<file path="src/rtl/mem_arb_pkg.sv">
// mem_arb_pkg: shared state, id types and read-latency limits for mem_port_arbiter.
package mem_arb_pkg;
    typedef enum logic [1:0] {IDLE, ISSUE, WAIT, RESP} arb_state_e;
    typedef logic req_id_t;
    localparam int RD_LAT_MIN = 1;
    localparam int RD_LAT_MAX = 3;
endpackage

</file>
<file path="src/rtl/mem_port_arbiter_if.sv">
// mem_port_arbiter_if: requester and LSU-side signals of the arbiter; slave = arbiter, master = requesters/LSU.
interface mem_port_arbiter_if #(
    parameter int ADDR_W  = 32,
    parameter int DATA_W  = 32,
    parameter int MEMOP_W = 3
);
    logic               r0_req_i, r1_req_i;
    logic               r0_wren_i, r1_wren_i;
    logic [ADDR_W-1:0]  r0_addr_i, r1_addr_i;
    logic [DATA_W-1:0]  r0_wdata_i, r1_wdata_i;
    logic [MEMOP_W-1:0] r0_mem_op_i, r1_mem_op_i;
    logic               r0_gnt_o, r1_gnt_o;
    logic               r0_rvalid_o, r1_rvalid_o;
    logic [DATA_W-1:0]  r0_rdata_o, r1_rdata_o;
    logic               m_req_o, m_wren_o;
    logic [ADDR_W-1:0]  m_addr_o;
    logic [DATA_W-1:0]  m_wdata_o;
    logic [MEMOP_W-1:0] m_mem_op_o;
    logic [DATA_W-1:0]  m_rdata_i;

    modport slave (
        input  r0_req_i, r1_req_i, r0_wren_i, r1_wren_i, r0_addr_i, r1_addr_i,
               r0_wdata_i, r1_wdata_i, r0_mem_op_i, r1_mem_op_i, m_rdata_i,
        output r0_gnt_o, r1_gnt_o, r0_rvalid_o, r1_rvalid_o, r0_rdata_o, r1_rdata_o,
               m_req_o, m_wren_o, m_addr_o, m_wdata_o, m_mem_op_o
    );
    modport master (
        output r0_req_i, r1_req_i, r0_wren_i, r1_wren_i, r0_addr_i, r1_addr_i,
               r0_wdata_i, r1_wdata_i, r0_mem_op_i, r1_mem_op_i, m_rdata_i,
        input  r0_gnt_o, r1_gnt_o, r0_rvalid_o, r1_rvalid_o, r0_rdata_o, r1_rdata_o,
               m_req_o, m_wren_o, m_addr_o, m_wdata_o, m_mem_op_o
    );
endinterface

</file>
<file path="src/rtl/arb_pick.sv">
// arb_pick: two-way winner select; MEM_ARB_RR_EN builds a last-grant pointer for round-robin ties,
// otherwise requester 0 always wins a tie.
module arb_pick
    import mem_arb_pkg::*;
(
    input  logic    clk_i,
    input  logic    rst_ni,
    input  logic    req0_i,
    input  logic    req1_i,
    input  logic    upd_i,
    output req_id_t win_o
);
`ifdef MEM_ARB_RR_EN
    req_id_t last_q;
    assign win_o = (req0_i && req1_i) ? ~last_q : req_id_t'(!req0_i);
    // Reset to 1 so requester 0 takes the first tie.
    always_ff @(posedge clk_i or negedge rst_ni)
        if (!rst_ni) last_q <= req_id_t'(1'b1);
        else if (upd_i) last_q <= win_o;
`else
    logic unused;
    assign unused = ^{clk_i, rst_ni, upd_i, req1_i};
    assign win_o = req_id_t'(!req0_i);
`endif
endmodule

</file>
<file path="src/rtl/mem_port_arbiter.sv">
// mem_port_arbiter: serialises two requesters onto the single LSU port and returns load data to the issuer.
// Define MEM_ARB_RR_EN for round-robin tie-breaking (default: fixed priority, requester 0).
module mem_port_arbiter
    import mem_arb_pkg::*;
#(
    parameter int ADDR_W  = 32,
    parameter int DATA_W  = 32,
    parameter int MEMOP_W = 3,
    parameter int RD_LAT  = 1
) (
    input  logic              clk_i,
    input  logic              rst_ni,
    mem_port_arbiter_if.slave bus,
    output logic              busy_o
);
    localparam int LAT = RD_LAT < RD_LAT_MIN ? RD_LAT_MIN : RD_LAT > RD_LAT_MAX ? RD_LAT_MAX : RD_LAT;

    arb_state_e         state_q, state_d;
    req_id_t            id_q, id_d, win;
    logic [1:0]         cnt_q, cnt_d;
    logic               m_wren_q, m_wren_d;
    logic [ADDR_W-1:0]  m_addr_q, m_addr_d;
    logic [DATA_W-1:0]  m_wdata_q, m_wdata_d;
    logic [MEMOP_W-1:0] m_op_q, m_op_d;
    logic [DATA_W-1:0]  rdata0_q, rdata0_d, rdata1_q, rdata1_d;
    logic               start, cap;

    assign start = state_q == IDLE && (bus.r0_req_i || bus.r1_req_i);

    arb_pick u_pick (
        .clk_i,
        .rst_ni,
        .req0_i(bus.r0_req_i),
        .req1_i(bus.r1_req_i),
        .upd_i (start),
        .win_o (win)
    );

    always_comb begin
        state_d   = state_q;
        id_d      = id_q;
        cnt_d     = cnt_q;
        m_wren_d  = m_wren_q;
        m_addr_d  = m_addr_q;
        m_wdata_d = m_wdata_q;
        m_op_d    = m_op_q;
        rdata0_d  = rdata0_q;
        rdata1_d  = rdata1_q;
        cap       = 1'b0;
        unique case (state_q)
            IDLE: if (start) begin
                state_d   = ISSUE;
                id_d      = win;
                m_wren_d  = win ? bus.r1_wren_i : bus.r0_wren_i;
                m_addr_d  = win ? bus.r1_addr_i : bus.r0_addr_i;
                m_wdata_d = win ? bus.r1_wdata_i : bus.r0_wdata_i;
                m_op_d    = win ? bus.r1_mem_op_i : bus.r0_mem_op_i;
            end
            ISSUE: begin
                cnt_d   = 2'(LAT - 1);
                cap     = !m_wren_q && LAT == 1;
                state_d = m_wren_q ? IDLE : (LAT > 1 ? WAIT : RESP);
            end
            // The cycle whose count would reach zero is the one the LSU data is valid in.
            WAIT: begin
                cnt_d   = cnt_q - 2'd1;
                cap     = cnt_q == 2'd1;
                state_d = cap ? RESP : WAIT;
            end
            RESP: state_d = IDLE;
            default: state_d = IDLE;
        endcase
        if (cap && !id_q) rdata0_d = bus.m_rdata_i;
        if (cap && id_q) rdata1_d = bus.m_rdata_i;
    end

    always_ff @(posedge clk_i or negedge rst_ni)
        if (!rst_ni) begin
            state_q   <= IDLE;
            id_q      <= '0;
            cnt_q     <= '0;
            m_wren_q  <= 1'b0;
            m_addr_q  <= '0;
            m_wdata_q <= '0;
            m_op_q    <= '0;
            rdata0_q  <= '0;
            rdata1_q  <= '0;
        end else begin
            state_q   <= state_d;
            id_q      <= id_d;
            cnt_q     <= cnt_d;
            m_wren_q  <= m_wren_d;
            m_addr_q  <= m_addr_d;
            m_wdata_q <= m_wdata_d;
            m_op_q    <= m_op_d;
            rdata0_q  <= rdata0_d;
            rdata1_q  <= rdata1_d;
        end

    assign bus.m_req_o     = state_q == ISSUE;
    assign bus.r0_gnt_o    = state_q == ISSUE && !id_q;
    assign bus.r1_gnt_o    = state_q == ISSUE && id_q;
    assign bus.r0_rvalid_o = state_q == RESP && !id_q;
    assign bus.r1_rvalid_o = state_q == RESP && id_q;
    assign bus.r0_rdata_o  = rdata0_q;
    assign bus.r1_rdata_o  = rdata1_q;
    assign bus.m_wren_o    = m_wren_q;
    assign bus.m_addr_o    = m_addr_q;
    assign bus.m_wdata_o   = m_wdata_q;
    assign bus.m_mem_op_o  = m_op_q;
    assign busy_o          = state_q != IDLE;
endmodule

</file>
<file path="src/flat_wrapper.sv">
// flat-port wrapper written by rule: the top's interface ports become plain ports
module mem_port_arbiter_flat import mem_arb_pkg::*;
#(
    parameter int ADDR_W  = 32,
    parameter int DATA_W  = 32,
    parameter int MEMOP_W = 3,
    parameter int RD_LAT  = 1
)
  (clk_i, rst_ni, busy_o, bus_r0_req_i, bus_r1_req_i, bus_r0_wren_i, bus_r1_wren_i, bus_r0_addr_i, bus_r1_addr_i, bus_r0_wdata_i, bus_r1_wdata_i, bus_r0_mem_op_i, bus_r1_mem_op_i, bus_m_rdata_i, bus_r0_gnt_o, bus_r1_gnt_o, bus_r0_rvalid_o, bus_r1_rvalid_o, bus_r0_rdata_o, bus_r1_rdata_o, bus_m_req_o, bus_m_wren_o, bus_m_addr_o, bus_m_wdata_o, bus_m_mem_op_o);
  mem_port_arbiter_if #(.ADDR_W(ADDR_W), .DATA_W(DATA_W), .MEMOP_W(MEMOP_W)) bus_i ();
  input  logic clk_i;
  input  logic rst_ni;
  output logic busy_o;
  input wire logic [$bits(bus_i.r0_req_i)-1:0] bus_r0_req_i;
  input wire logic [$bits(bus_i.r1_req_i)-1:0] bus_r1_req_i;
  input wire logic [$bits(bus_i.r0_wren_i)-1:0] bus_r0_wren_i;
  input wire logic [$bits(bus_i.r1_wren_i)-1:0] bus_r1_wren_i;
  input wire logic [$bits(bus_i.r0_addr_i)-1:0] bus_r0_addr_i;
  input wire logic [$bits(bus_i.r1_addr_i)-1:0] bus_r1_addr_i;
  input wire logic [$bits(bus_i.r0_wdata_i)-1:0] bus_r0_wdata_i;
  input wire logic [$bits(bus_i.r1_wdata_i)-1:0] bus_r1_wdata_i;
  input wire logic [$bits(bus_i.r0_mem_op_i)-1:0] bus_r0_mem_op_i;
  input wire logic [$bits(bus_i.r1_mem_op_i)-1:0] bus_r1_mem_op_i;
  input wire logic [$bits(bus_i.m_rdata_i)-1:0] bus_m_rdata_i;
  output wire logic [$bits(bus_i.r0_gnt_o)-1:0] bus_r0_gnt_o;
  output wire logic [$bits(bus_i.r1_gnt_o)-1:0] bus_r1_gnt_o;
  output wire logic [$bits(bus_i.r0_rvalid_o)-1:0] bus_r0_rvalid_o;
  output wire logic [$bits(bus_i.r1_rvalid_o)-1:0] bus_r1_rvalid_o;
  output wire logic [$bits(bus_i.r0_rdata_o)-1:0] bus_r0_rdata_o;
  output wire logic [$bits(bus_i.r1_rdata_o)-1:0] bus_r1_rdata_o;
  output wire logic [$bits(bus_i.m_req_o)-1:0] bus_m_req_o;
  output wire logic [$bits(bus_i.m_wren_o)-1:0] bus_m_wren_o;
  output wire logic [$bits(bus_i.m_addr_o)-1:0] bus_m_addr_o;
  output wire logic [$bits(bus_i.m_wdata_o)-1:0] bus_m_wdata_o;
  output wire logic [$bits(bus_i.m_mem_op_o)-1:0] bus_m_mem_op_o;
  assign bus_i.r0_req_i = bus_r0_req_i;
  assign bus_i.r1_req_i = bus_r1_req_i;
  assign bus_i.r0_wren_i = bus_r0_wren_i;
  assign bus_i.r1_wren_i = bus_r1_wren_i;
  assign bus_i.r0_addr_i = bus_r0_addr_i;
  assign bus_i.r1_addr_i = bus_r1_addr_i;
  assign bus_i.r0_wdata_i = bus_r0_wdata_i;
  assign bus_i.r1_wdata_i = bus_r1_wdata_i;
  assign bus_i.r0_mem_op_i = bus_r0_mem_op_i;
  assign bus_i.r1_mem_op_i = bus_r1_mem_op_i;
  assign bus_i.m_rdata_i = bus_m_rdata_i;
  assign bus_r0_gnt_o = bus_i.r0_gnt_o;
  assign bus_r1_gnt_o = bus_i.r1_gnt_o;
  assign bus_r0_rvalid_o = bus_i.r0_rvalid_o;
  assign bus_r1_rvalid_o = bus_i.r1_rvalid_o;
  assign bus_r0_rdata_o = bus_i.r0_rdata_o;
  assign bus_r1_rdata_o = bus_i.r1_rdata_o;
  assign bus_m_req_o = bus_i.m_req_o;
  assign bus_m_wren_o = bus_i.m_wren_o;
  assign bus_m_addr_o = bus_i.m_addr_o;
  assign bus_m_wdata_o = bus_i.m_wdata_o;
  assign bus_m_mem_op_o = bus_i.m_mem_op_o;
  mem_port_arbiter #(.ADDR_W(ADDR_W), .DATA_W(DATA_W), .MEMOP_W(MEMOP_W), .RD_LAT(RD_LAT)) u_core (.clk_i(clk_i), .rst_ni(rst_ni), .bus(bus_i), .busy_o(busy_o));
endmodule
</file>
<file path="config.mk">
export PLATFORM = sky130hd
export DESIGN_NAME = mem_port_arbiter_flat
export DESIGN_NICKNAME = d
export VERILOG_FILES = /design/src/rtl/mem_arb_pkg.sv /design/src/rtl/mem_port_arbiter_if.sv /design/src/rtl/arb_pick.sv /design/src/rtl/mem_port_arbiter.sv /design/src/flat_wrapper.sv
export SDC_FILE = /design/constraint.sdc
export NUM_CORES = 1
export LEC_CHECK = 0
export BUFFER_PORTS_ARGS = -buffer_cell sky130_fd_sc_hd__buf_2
export CAP_MARGIN = 15
export CORE_UTILIZATION = 41
export DETAILED_ROUTE_END_ITERATION = 10
export PLACE_DENSITY = 0.77
export SLEW_MARGIN = 15
export SYNTH_ARGS = -nofsm -noshare
export SYNTH_HDL_FRONTEND = slang
export SYNTH_SLANG_ARGS = --single-unit
</file>
<file path="constraint.sdc">
create_clock -name clk_i -period 1.61 [get_ports clk_i]
set_input_delay 0 -clock clk_i [delete_from_list [all_inputs] [get_ports clk_i]]
set_output_delay 0 -clock clk_i [all_outputs]
set_load 0.005 [all_outputs]
</file>
== Word level (Yosys, flattened, before mapping) ==
Cells that the tools add are included.
Word-level totals
  bits in registers: 137
  word-level logic and storage cells: 40
Operators by class
  add/subtract/negate cells: 1
  equal/unequal tests: 5
  multiplexer cells: 10
  reduce and logical (&&, ||, !) cells: 15
Operators with widths (count)
  2-to-1 mux 32 bit: 2
  case mux 2 bit (4 select lines): 1
  logical AND 1 bit: 7
  == test 2 x 1 -> 1 bit, second input constant: 2
  == test 2 bit, second input constant: 2
  2-to-1 mux 2 bit: 2
  case mux 2 bit (2 select lines): 1
  nonzero test 2 bit: 2
  zero test 1 bit: 3
  2-to-1 mux 3 bit: 1
  zero test 2 bit: 1
  2-to-1 mux 1 bit: 2
  inequality test 2 x 1 -> 1 bit, second input constant: 1
  case mux 1 bit (2 select lines): 1
  AND reduction 2 bit: 1
  subtractor 2 x 1 -> 2 bit, second input constant: 1
  logical OR 1 bit: 1

== Depth between registers and ports, before layout ==
Gate-level depths: netlist (run 1).
  depth after elaboration: 4
  gate-level depth with buffers: 8
  gate-level depth less buffers: 5

== Cells and area by module ==
From an unflattened synthesis (run 1), not the netlist that was laid out.
Unflattened totals
  cell total of the unflattened synthesis: 468
  area, all modules: 5987.0 um2
By module, submodules not included
  mem_port_arbiter: times used 1, cells an instance 467, area an instance 5983.2 um2
  arb_pick: times used 1, cells an instance 1, area an instance 3.8 um2

== Least setup slack after synthesis (run 1) ==
Ideal clock, no wire load.
  kind: register to register
  start: reg u_core.state_q[0]
  end: reg u_core.rdata0_q[2] (netlist: u_core.bus.r0_rdata_o[2])
  library setup time: 0.125 ns
  data arrival time: 1.582 ns
  data required time: 1.485 ns
  path slack: -0.097 ns
  stages on the path, launching flop included: 7
  buffers on the path: 1
  period minus slack after synthesis: 1.707 ns
  cells stage by stage: dfrtp_1 > inv_1 > ha_1 > nand2_1 > a21oi_4 > buf_6 > mux2_2
Between the ends
  longest elaborated chain between the ends: 3
  elaborated cells on any way between the ends: 4
RTL lines
  start: declaration: line mem_port_arbiter.sv:18  | arb_state_e state_q, state_d;
  start signal: assignment: line mem_port_arbiter.sv:89  | state_q <= state_d;
  == test 2 bit or == test 2 x 1 -> 1 bit (tied branches): line mem_port_arbiter.sv:50  | unique case (state_q)
  case mux 1 bit (2 select lines) (*): line mem_port_arbiter.sv:50
  logical AND 1 bit (*): line mem_port_arbiter.sv:73  | if (cap && !id_q) rdata0_d = bus.m_rdata_i;
  end signal: assignment: line mem_port_arbiter.sv:96  | rdata0_q <= rdata0_d;
  end: declaration: line mem_port_arbiter.sv:25  | logic [DATA_W-1:0] rdata0_q, rdata0_d, rdata1_q, rdata1_d;
Mark *: on every way between the ends. The rest lies on a longest branch, timed or not.
A chain may end at the register's enable or synchronous reset.

==> impl_metrics.ini, run 1 <==
[route]
drt-initial-drc-count = 331
dr.pass1.iters = 5
postRouteAntennaNets = 0
avgRoutedWirePerCell_um = 19.6
vias = 6069
avgViaCountPerCell = 5.14
drc_errors = 0
drt-total-wl_um = 23100

[sta]
worstMarginPinSlew_ps = 418
final_max_slew_viol_count = 0
slew-limit-headroom = 0.721
setup_viol = 80
hold_violations = 0
rsz0062_at_grt = true
clock_skew_ps = 5.04
fin_crit_sh = 1.08
period_needed_ps = 1740
fmax_mhz = 576
finalWorstSetupSlack_ps = -125

[yosys]
synth.most_common_cell = dfrtp_1
synth_nets = 645
synth_cells = 467
async_reset_ff_frac = 1.00
synth_cell_type_count = 25
syn_area_per_cell_sq_um = 12.6
synth_top_area_share = 0.583
synth_top_family_by_area = multiplexers
synth-seq-cells = 137
synthMuxAreaShare = 0.238
synth.cell_area_sq_um = 5880
synth_common_cells = dfrtp_1 (137), nand2_1 (71), o21ai_0 (69)
synth_ff_type = dfrtp_1
synth-xor-area-share = 0
synth_edf_count = 0
synth-simple-area-share = 0.0551
synth_area_leaders = dfrtp_1 (58%), mux2i_1 (12%), mux2_2 (9.6%)
yosys.area.top_type = dfrtp_1
ys_seq_area_frac = 0.583
synth-compound-area-share = 0.0726
ys_warn_count = 0
synthAdderAreaFrac = 0.0128

[critical_path]
crit_buf_inv = 3
worstSetupPathType = reg2reg
cp.required_ps = 1900
crit_path_max_incr_delay_ps = 390
crit_arrival_ps = 2030
endpoint_kind = flip-flop
cp-start-kind = flip-flop
critPathTopFamily = buffers and inverters
critical_path.slowest_cell = dfrtp_1
crit_fanout = 8
crit_chain = inv_2 > ha_4 > nand2_4 > a21oi_4 > buf_6 > clkbuf_16 > mux2_4

[placed_design]
globalplace.congestion = 0.791
hpwl_um = 10900
pre_cts_ws_ps = -88.0
port_buffers = 309

[global_routing]
grt_pass1_vias = 6024
grt_overflow = 0
grt_use_total = 0.274
grt_first_pass_wirelength_um = 30500
grt_max_degree = 63
antenna_found_initial = 0

[power_and_ir_drop]
p_per_area_nw_per_um2 = 1760
sw_frac_of_total = 0.331
switchingPower_mw = 6.34
p_comb_frac = 0.458
pwr-share-clk = 0.215
p_seq_frac = 0.327
p_int_mw = 12.8
vdd_drop_max_v = 0.000840
power.leakage_nw = 5.55

[die]
core_area_sq_um = 13900
rows = 43
ios = 310
initial_utilization = 0.422
die_h_um = 122
dieWidth_um = 122
die_area_sq_um = 14800

[clock_tree]
root_buffer = clkbuf_16
clk_latency_ps = 410
path_clk_slew_ps = 60
h-tree-depth = 4
clock_sinks = 137
cts_buffer_depth = 2
cts_buffers = 17
cts_tree = yes

[finish]
layout-drive-gt1-share = 0.475
nets = 1164
area.growth.synth_to_final_pct = 84.9
post-route-util = 0.780

[run_status]
violations = setup timing
status = complete, but fails checks

[hold_path]
hp-class = in2async

[job]
cap_violations = 0
## sequential cells by signal, summed over array words and instances (netlist names), named ones only
| register | flops |
|---|---|
| u_core.bus.m_addr_o | 32 |
| u_core.cnt_q | 2 |
| u_core.id_q | 1 |
| u_core.state_q | 1 |
| u_core.bus.r1_rdata_o | 32 |
| u_core.bus.m_mem_op_o | 3 |
| u_core.bus.r0_rdata_o | 32 |
| u_core.bus.m_wren_o | 1 |
| u_core.bus.m_wdata_o | 32 |
## cell families (layout without fill, tap and decap cells)
| family | after synthesis | after routing |
|---|---|---|
| other | 0 | 1 |
| buffers and inverters | 34 | 565 |
| adder cells (fa/ha/maj) | 6 | 6 |
| AND/OR/NAND/NOR | 80 | 80 |
| multiplexers | 132 | 132 |
| AO/OA/AOI/OAI | 78 | 79 |
| flip-flops | 137 | 137 |
## repair_timing
| item | in CTS | in global routing |
|---|---|---|
| hold endpoints to repair | 271 | 0 |
| endpoints found under the setup margin | 64 | 138 |
| cloned | 2 | 13 |
| pin swaps | 3 | 2 |
| setup buffers | 6 | 11 |
| hold buffers | 171 | 0 |
| resized for setup | 14 | 118 |
## routing by layer
layer | routed length, um | global-route usage | vias to the layer above
li1 | - | - | 2668
met2 | 12200 | 0.502 | 345
met4 | 842 | 0.140 | 0
met3 | 1740 | 0.0735 | 64
met5 | 0 | 0 | -
met1 | 8280 | 0.286 | 2992
## layout by cell type (no fill, tap or decap), types with 2 or more instances in the layout
cell | netlist | routed
buf_2 | 12 | 307
dlygate4sd3_1 | 0 | 171
dfrtp_1 | 137 | 137
mux2i_1 | 68 | 68
mux2_4 | 0 | 64
nand2_1 | 71 | 63
o21ai_0 | 69 | 42
o21ai_1 | 3 | 27
clkbuf_16 | 0 | 26
buf_4 | 2 | 17
buf_12 | 0 | 13
buf_6 | 9 | 11
nand2_2 | 0 | 7
clkinv_2 | 0 | 4
bufinv_16 | 0 | 4
inv_1 | 5 | 3
o21ai_2 | 1 | 3
ha_4 | 0 | 3
inv_2 | 0 | 2
nor2b_1 | 2 | 2
and2_1 | 2 | 2
nand2b_4 | 0 | 2
a21oi_4 | 2 | 2
o21ai_4 | 0 | 2
nand3_1 | 2 | 2
ha_1 | 6 | 2
clkinvlp_4 | 0 | 2
clkbuf_1 | 2 | 2
## per-stage QoR
| step | hold WS (ps) | TNS, ps | area [sq um] | instances | total power, mW |
|---|---|---|---|---|---|
| global route | 119 | -13450 | 10900 | 1179 | 20.1 |
| detailed placement | -46.9 | -3770 | 7730 | 947 | 11.9 |
| finish | 90.1 | -6640 | 10900 | 1180 | 19.2 |
| global placement | -52.4 | -1200 | 7730 | 947 | 11.7 |
| floorplan | -296 | -635 | 5900 | 467 | 9.09 |
| CTS | 83.4 | -4440 | 10200 | 1158 | 16.8 |
## worst paths after layout
check                                  startpoint                   endpoint  depth (start not counted)  slack [ps]
max                                     flip-flop  u_core.bus.r1_rdata_o[10]                          7        -130
max reg2reg                             flip-flop  u_core.bus.r1_rdata_o[10]                          7        -130
min reg2reg                u_core.bus.m_addr_o[0]     u_core.bus.m_addr_o[0]                          2         470
min                                        rst_ni   u_core.bus.r1_rdata_o[3]                          2          90
min in group clk_i                   bus_r0_req_i          u_core.state_q[0]                          3         140
max in group asynchronous                  rst_ni  u_core.bus.r1_rdata_o[21]                          3         820
## power by group through the flow
stage	clock network (mW)	registers, mW	logic (mW)
after floorplan	0	6.19	2.89
after global placement	0	6.03	5.64
after detailed placement	0	6.07	5.85
after CTS	4.16	6.07	6.56
after global routing	4.32	6.42	9.39
final	4.12	6.26	8.78
## cell type report
cell class                      count  area [sq um]
Fill cell                         791          3060
Clock buffer                       20           447
Sequential cell                   137          3430
Tap cell                          180           225
Multi-Input combinational cell    297          2590
Clock inverter                     12           173
Timing Repair Buffer              528          3990
Antenna cell                        1          2.50
Inverter                            5          18.8
No activity file was read; power rests on OpenSTA's default activity.
==> run 2: changes to the inputs <==
- RECOVER_POWER: not set -> 25
==> impl_metrics.ini, run 2 (same netlist as run 1, synthesis figures left out) <==
[run_status]
status = complete, but fails checks
violations = setup timing

[power_and_ir_drop]
power.leakage_nw = 5.54
p_per_area_nw_per_um2 = 1770
vdd_drop_max_v = 0.000838

[critical_path]
crit_path_max_incr_delay_ps = 390
cp.required_ps = 1900
worstSetupPathType = reg2reg
crit_fanout = 8
critPathTopFamily = buffers and inverters
crit_arrival_ps = 2030
crit_buf_inv = 3
cp-start-kind = flip-flop
critical_path.slowest_cell = dfrtp_1
crit_chain = inv_2 > ha_4 > nand2b_4 > a21oi_4 > buf_6 > clkbuf_16 > mux2_4
endpoint_kind = flip-flop

[die]
core_area_sq_um = 13900
ios = 310
rows = 43
initial_utilization = 0.422
dieWidth_um = 122
die_area_sq_um = 14800
die_h_um = 122

[clock_tree]
cts_buffer_depth = 2
cts_buffers = 17
clock_sinks = 137
clk_latency_ps = 410
h-tree-depth = 4
cts_tree = yes
path_clk_slew_ps = 60
root_buffer = clkbuf_16

[global_routing]
grt_max_degree = 63
grt_overflow = 0
grt_pass1_vias = 6024
grt_use_total = 0.274
antenna_found_initial = 0
grt_first_pass_wirelength_um = 30500

[route]
vias = 6037
dr.pass1.iters = 5
drt-total-wl_um = 23000
drt-initial-drc-count = 341
postRouteAntennaNets = 0
drc_errors = 0
avgRoutedWirePerCell_um = 19.5
avgViaCountPerCell = 5.12

[finish]
fillers = 796
final_area_sq_um = 10800
multi_input_area_sq_um = 2590
nets = 1164
final_cell_mix = buf_2 (307), dlygate4sd3_1 (171), dfrtp_1 (137)
layout-drive-gt1-share = 0.475
seqCellArea_sq_um = 3430
area.growth.synth_to_final_pct = 84.5
final_common_cell = buf_2

[sta]
finalWorstSetupSlack_ps = -123
setup_tns_ps = -6540
worstMarginPinSlew_ps = 1070
slew-limit-headroom = 0.289
hold_violations = 0
hold_ws_ps = 134
setup_viol = 80
period_needed_ps = 1730
clock_skew_ps = 6.12
rsz0062_at_grt = true
fmax_mhz = 577
final_max_slew_viol_count = 0
fin_crit_sh = 1.08

[placed_design]
pre_cts_ws_ps = -88.0
port_buffers = 309
hpwl_um = 10900
globalplace.congestion = 0.791
place_area_sq_um = 7730

[job]
cap_violations = 0

[hold_path]
hp-class = in2reg
==> run 2: cell types whose count changed in the layout (fill, tap and decap cells not counted) <==
cell,before,now
buf_12,13,11
buf_4,17,18
clkbuf_2,0,1
==> run 2: tightest hold or removal path, delay by kind of cell <==
kind / cells / cell delay (ps)
buf+inv: 1 / 290
compound gates: 1 / 110
simple gates: 1 / 90
==> run 2: metrics by stage <==
step,power (mW),instances,util
after CTS,16.8,1158,0.733
after floorplan,9.09,467,-
after detailed placement,11.9,947,0.555
after global placement,11.7,947,0.555
after global routing,20.1,1179,0.778
final,19.1,1180,0.778
==> run 2: final cells by class <==
type | count | share of cell area
antenna | 1 | 0.000231
clock buffer | 20 | 0.0412
clock inverter | 12 | 0.0159
inverter | 5 | 0.00173
multi-input combinational | 297 | 0.239
sequential | 137 | 0.316
tap | 180 | 0.0208
timing repair buffer | 528 | 0.365
==> run 2: power breakdown <==
| group | total (mW) | internal (mW) | switching [mW] |
|---|---|---|---|
| Clock | 4.12 | 2.63 | 1.49 |
| Sequential | 6.26 | 5.18 | 1.08 |
| Combinational | 8.76 | 5.00 | 3.76 |
| Total | 19.1 | 12.8 | 6.33 |
==> run 2: what timing repair did <==
action	4_1_cts	5_1_grt
gates cloned	2	13
gates resized for setup	14	118
hold buffers	171	0
endpoints found under the hold margin	271	0
setup buffers	6	11
setup endpoints to repair	64	138
pin swaps	3	2
==> run 2: worst paths after layout <==
path                                        start  slack (ps)  cells after the start                   endpoint
hold reg to reg            u_core.bus.m_addr_o[0]         470                      2     u_core.bus.m_addr_o[0]
hold / removal                       bus_r0_req_i         130                      3          u_core.state_q[0]
setup / recovery                        flip-flop        -120                      7  u_core.bus.r0_rdata_o[15]
max in group asynchronous                  rst_ni         250                      3     u_core.bus.m_addr_o[6]
setup reg to reg                        flip-flop        -120                      7  u_core.bus.r0_rdata_o[15]
min in group asynchronous                  rst_ni         330                      2   u_core.bus.r1_rdata_o[7]
==> run 2: per-layer routing <==
metal / up-vias / routed length (um) / global-route usage / share of wire
met1: 2938 / 8190 / 0.286 / 0.36
li1: 2666 / - / - / -
met3: 68 / 1800 / 0.0735 / 0.078
met5: - / 0 / 0 / 0
met4: 0 / 874 / 0.140 / 0.038
met2: 365 / 12200 / 0.502 / 0.53
==> run 3: changes to the inputs <==
- CELL_PAD_IN_SITES_DETAIL_PLACEMENT: not set -> 0
- CELL_PAD_IN_SITES_GLOBAL_PLACEMENT: not set -> 2
- CORE_UTILIZATION: 41 -> 24
- PLACE_DENSITY: 0.77 -> not set
- PLACE_DENSITY_LB_ADDON: not set -> 0.1
==> impl_metrics.ini, run 3 (same netlist as run 1, synthesis figures left out) <==
[finish]
area.growth.synth_to_final_pct = 81.2
final_area_sq_um = 10600
layout-drive-gt1-share = 0.453
diodes = 0
stdcell_count = 1308
final_common_cell = buf_2
nets = 1154
final_cell_mix = buf_2 (309), dlygate4sd3_1 (170), dfrtp_1 (137)

[run_status]
status = complete, but fails checks
violations = setup timing

[die]
ios = 310
dieWidth_um = 159
core_area_sq_um = 23800
initial_utilization = 0.247
die_area_sq_um = 25100
rows = 56
die_h_um = 159

[power_and_ir_drop]
p_per_area_nw_per_um2 = 1650
power_mw = 17.6
vdd_drop_max_v = 0.000698
power.leakage_nw = 5.33

[sta]
finalWorstSetupSlack_ps = -144
final_max_slew_viol_count = 0
hold_violations = 0
fmax_mhz = 570
setup_tns_ps = -6190
clock_skew_ps = 11.7
rsz0062_at_grt = true
slew-limit-headroom = 0.120
setup_viol = 64
period_needed_ps = 1750
fin_crit_sh = 1.09
worstMarginPinSlew_ps = 1320

[clock_tree]
clock_sinks = 137
h-tree-depth = 4
path_clk_slew_ps = 60
cts_buffers = 17
root_buffer = clkbuf_16
cts_buffer_depth = 2
cts_tree = yes
clk_latency_ps = 410

[critical_path]
crit_arrival_ps = 2050
crit_path_max_incr_delay_ps = 390
crit_top_cell = buf_12
crit_buf_inv = 4
cp-start-kind = flip-flop
crit_chain = inv_2 > ha_4 > nand2b_4 > a21oi_4 > buf_6 > buf_12 > buf_12 > mux2_4
critPathTopFamily = buffers and inverters
critical_path.slowest_cell = dfrtp_1
crit_fanout = 7
cp.required_ps = 1900
endpoint_kind = flip-flop
worstSetupPathType = reg2reg

[route]
postRouteAntennaNets = 0
vias = 5360
avgRoutedWirePerCell_um = 14.5
avgViaCountPerCell = 4.10
drc_errors = 0
dr.pass1.iters = 4
drt-initial-drc-count = 129
drt-total-wl_um = 19000

[placed_design]
post-place-cells = 1089
port_buffers = 309
globalplace.congestion = 0.789
hpwl_um = 12800
place_area_sq_um = 7920

[global_routing]
antenna_found_initial = 0
grt_max_degree = 63
grt_overflow = 0
grt_first_pass_wirelength_um = 28300
grt_pass1_vias = 5668
grt_use_total = 0.148

[hold_path]
hp-class = in2reg

[job]
cap_violations = 0
run 3: cell types whose count changed in the layout (fill, tap and decap cells not counted), sizes merged:
cell / previous run / this run
clkbuf: 30 / 24
inv: 6 / 12
buf: 347 / 342
clkinv: 5 / 3
bufinv: 4 / 3
diode: 1 / 0
dlygate4sd3: 171 / 170
o21ai: 74 / 73
run 3: worst paths after layout:
path / startpoint / to / slack (ps) / cells past startpoint
max reg2reg: u_core.state_q[0] / u_core.bus.r0_rdata_o[13] / -140 / 8
max: u_core.state_q[0] / u_core.bus.r0_rdata_o[13] / -140 / 8
min: bus_r0_req_i / u_core.id_q / 70 / 2
min reg2reg: u_core.bus.m_wdata_o[3] / u_core.bus.m_wdata_o[3] / 470 / 2
min in group asynchronous: rst_ni / u_core.bus.r0_rdata_o[7] / 400 / 2
max in group asynchronous: rst_ni / u_core.bus.m_wren_o / 230 / 3
run 3: where the power goes:
group	switching, mW	internal (mW)
combinational	3.25	4.21
clock	1.63	2.48
sequential	0.877	5.17
run 3: layer usage:
layer,track usage,part of all wire,up-vias
li1,-,-,2642
met1,0.152,0.38,2522
met2,0.275,0.53,184
met3,0.0577,0.080,12
met4,0.0449,0.010,0
met5,0,0,-
run 3: cell type report:
type,count,area (sq um)
clock inverter,15,190
sequential,137,3430
inverter,5,18.8
tap,319,399
clock buffer,17,425
fill,2310,13100
timing repair buffer,519,3780
multi-input combinational,296,2400
run 3: stage by stage:
stage,hold slack (ps),utilization,setup slack (ps)
finish,71.3,0.448,-144
global route,68.3,0.448,-188
CTS,48.6,0.442,-110
detailed placement,5.61,0.333,-110
global placement,1.13,0.333,-42.7
floorplan,-296,-,-14.7
run 3: repair_timing:
action | 4_1_cts | 5_1_grt
cloned | 2 | 5
gates resized for setup | 29 | 32
hold buffers | 170 | 0
endpoints found under the setup margin | 64 | 134
setup buffers | 8 | 5
hold endpoints to repair | 204 | 0
pin swaps | 2 | 4
run 3: worst register-to-register path, delay by kind of cell (launching register included):
kind	cells	cell delay, ps
buf+inv	4	460
flops	1	390
mux	1	310
fa+ha+maj	1	290
compound gates	1	130
simple gates	1	60
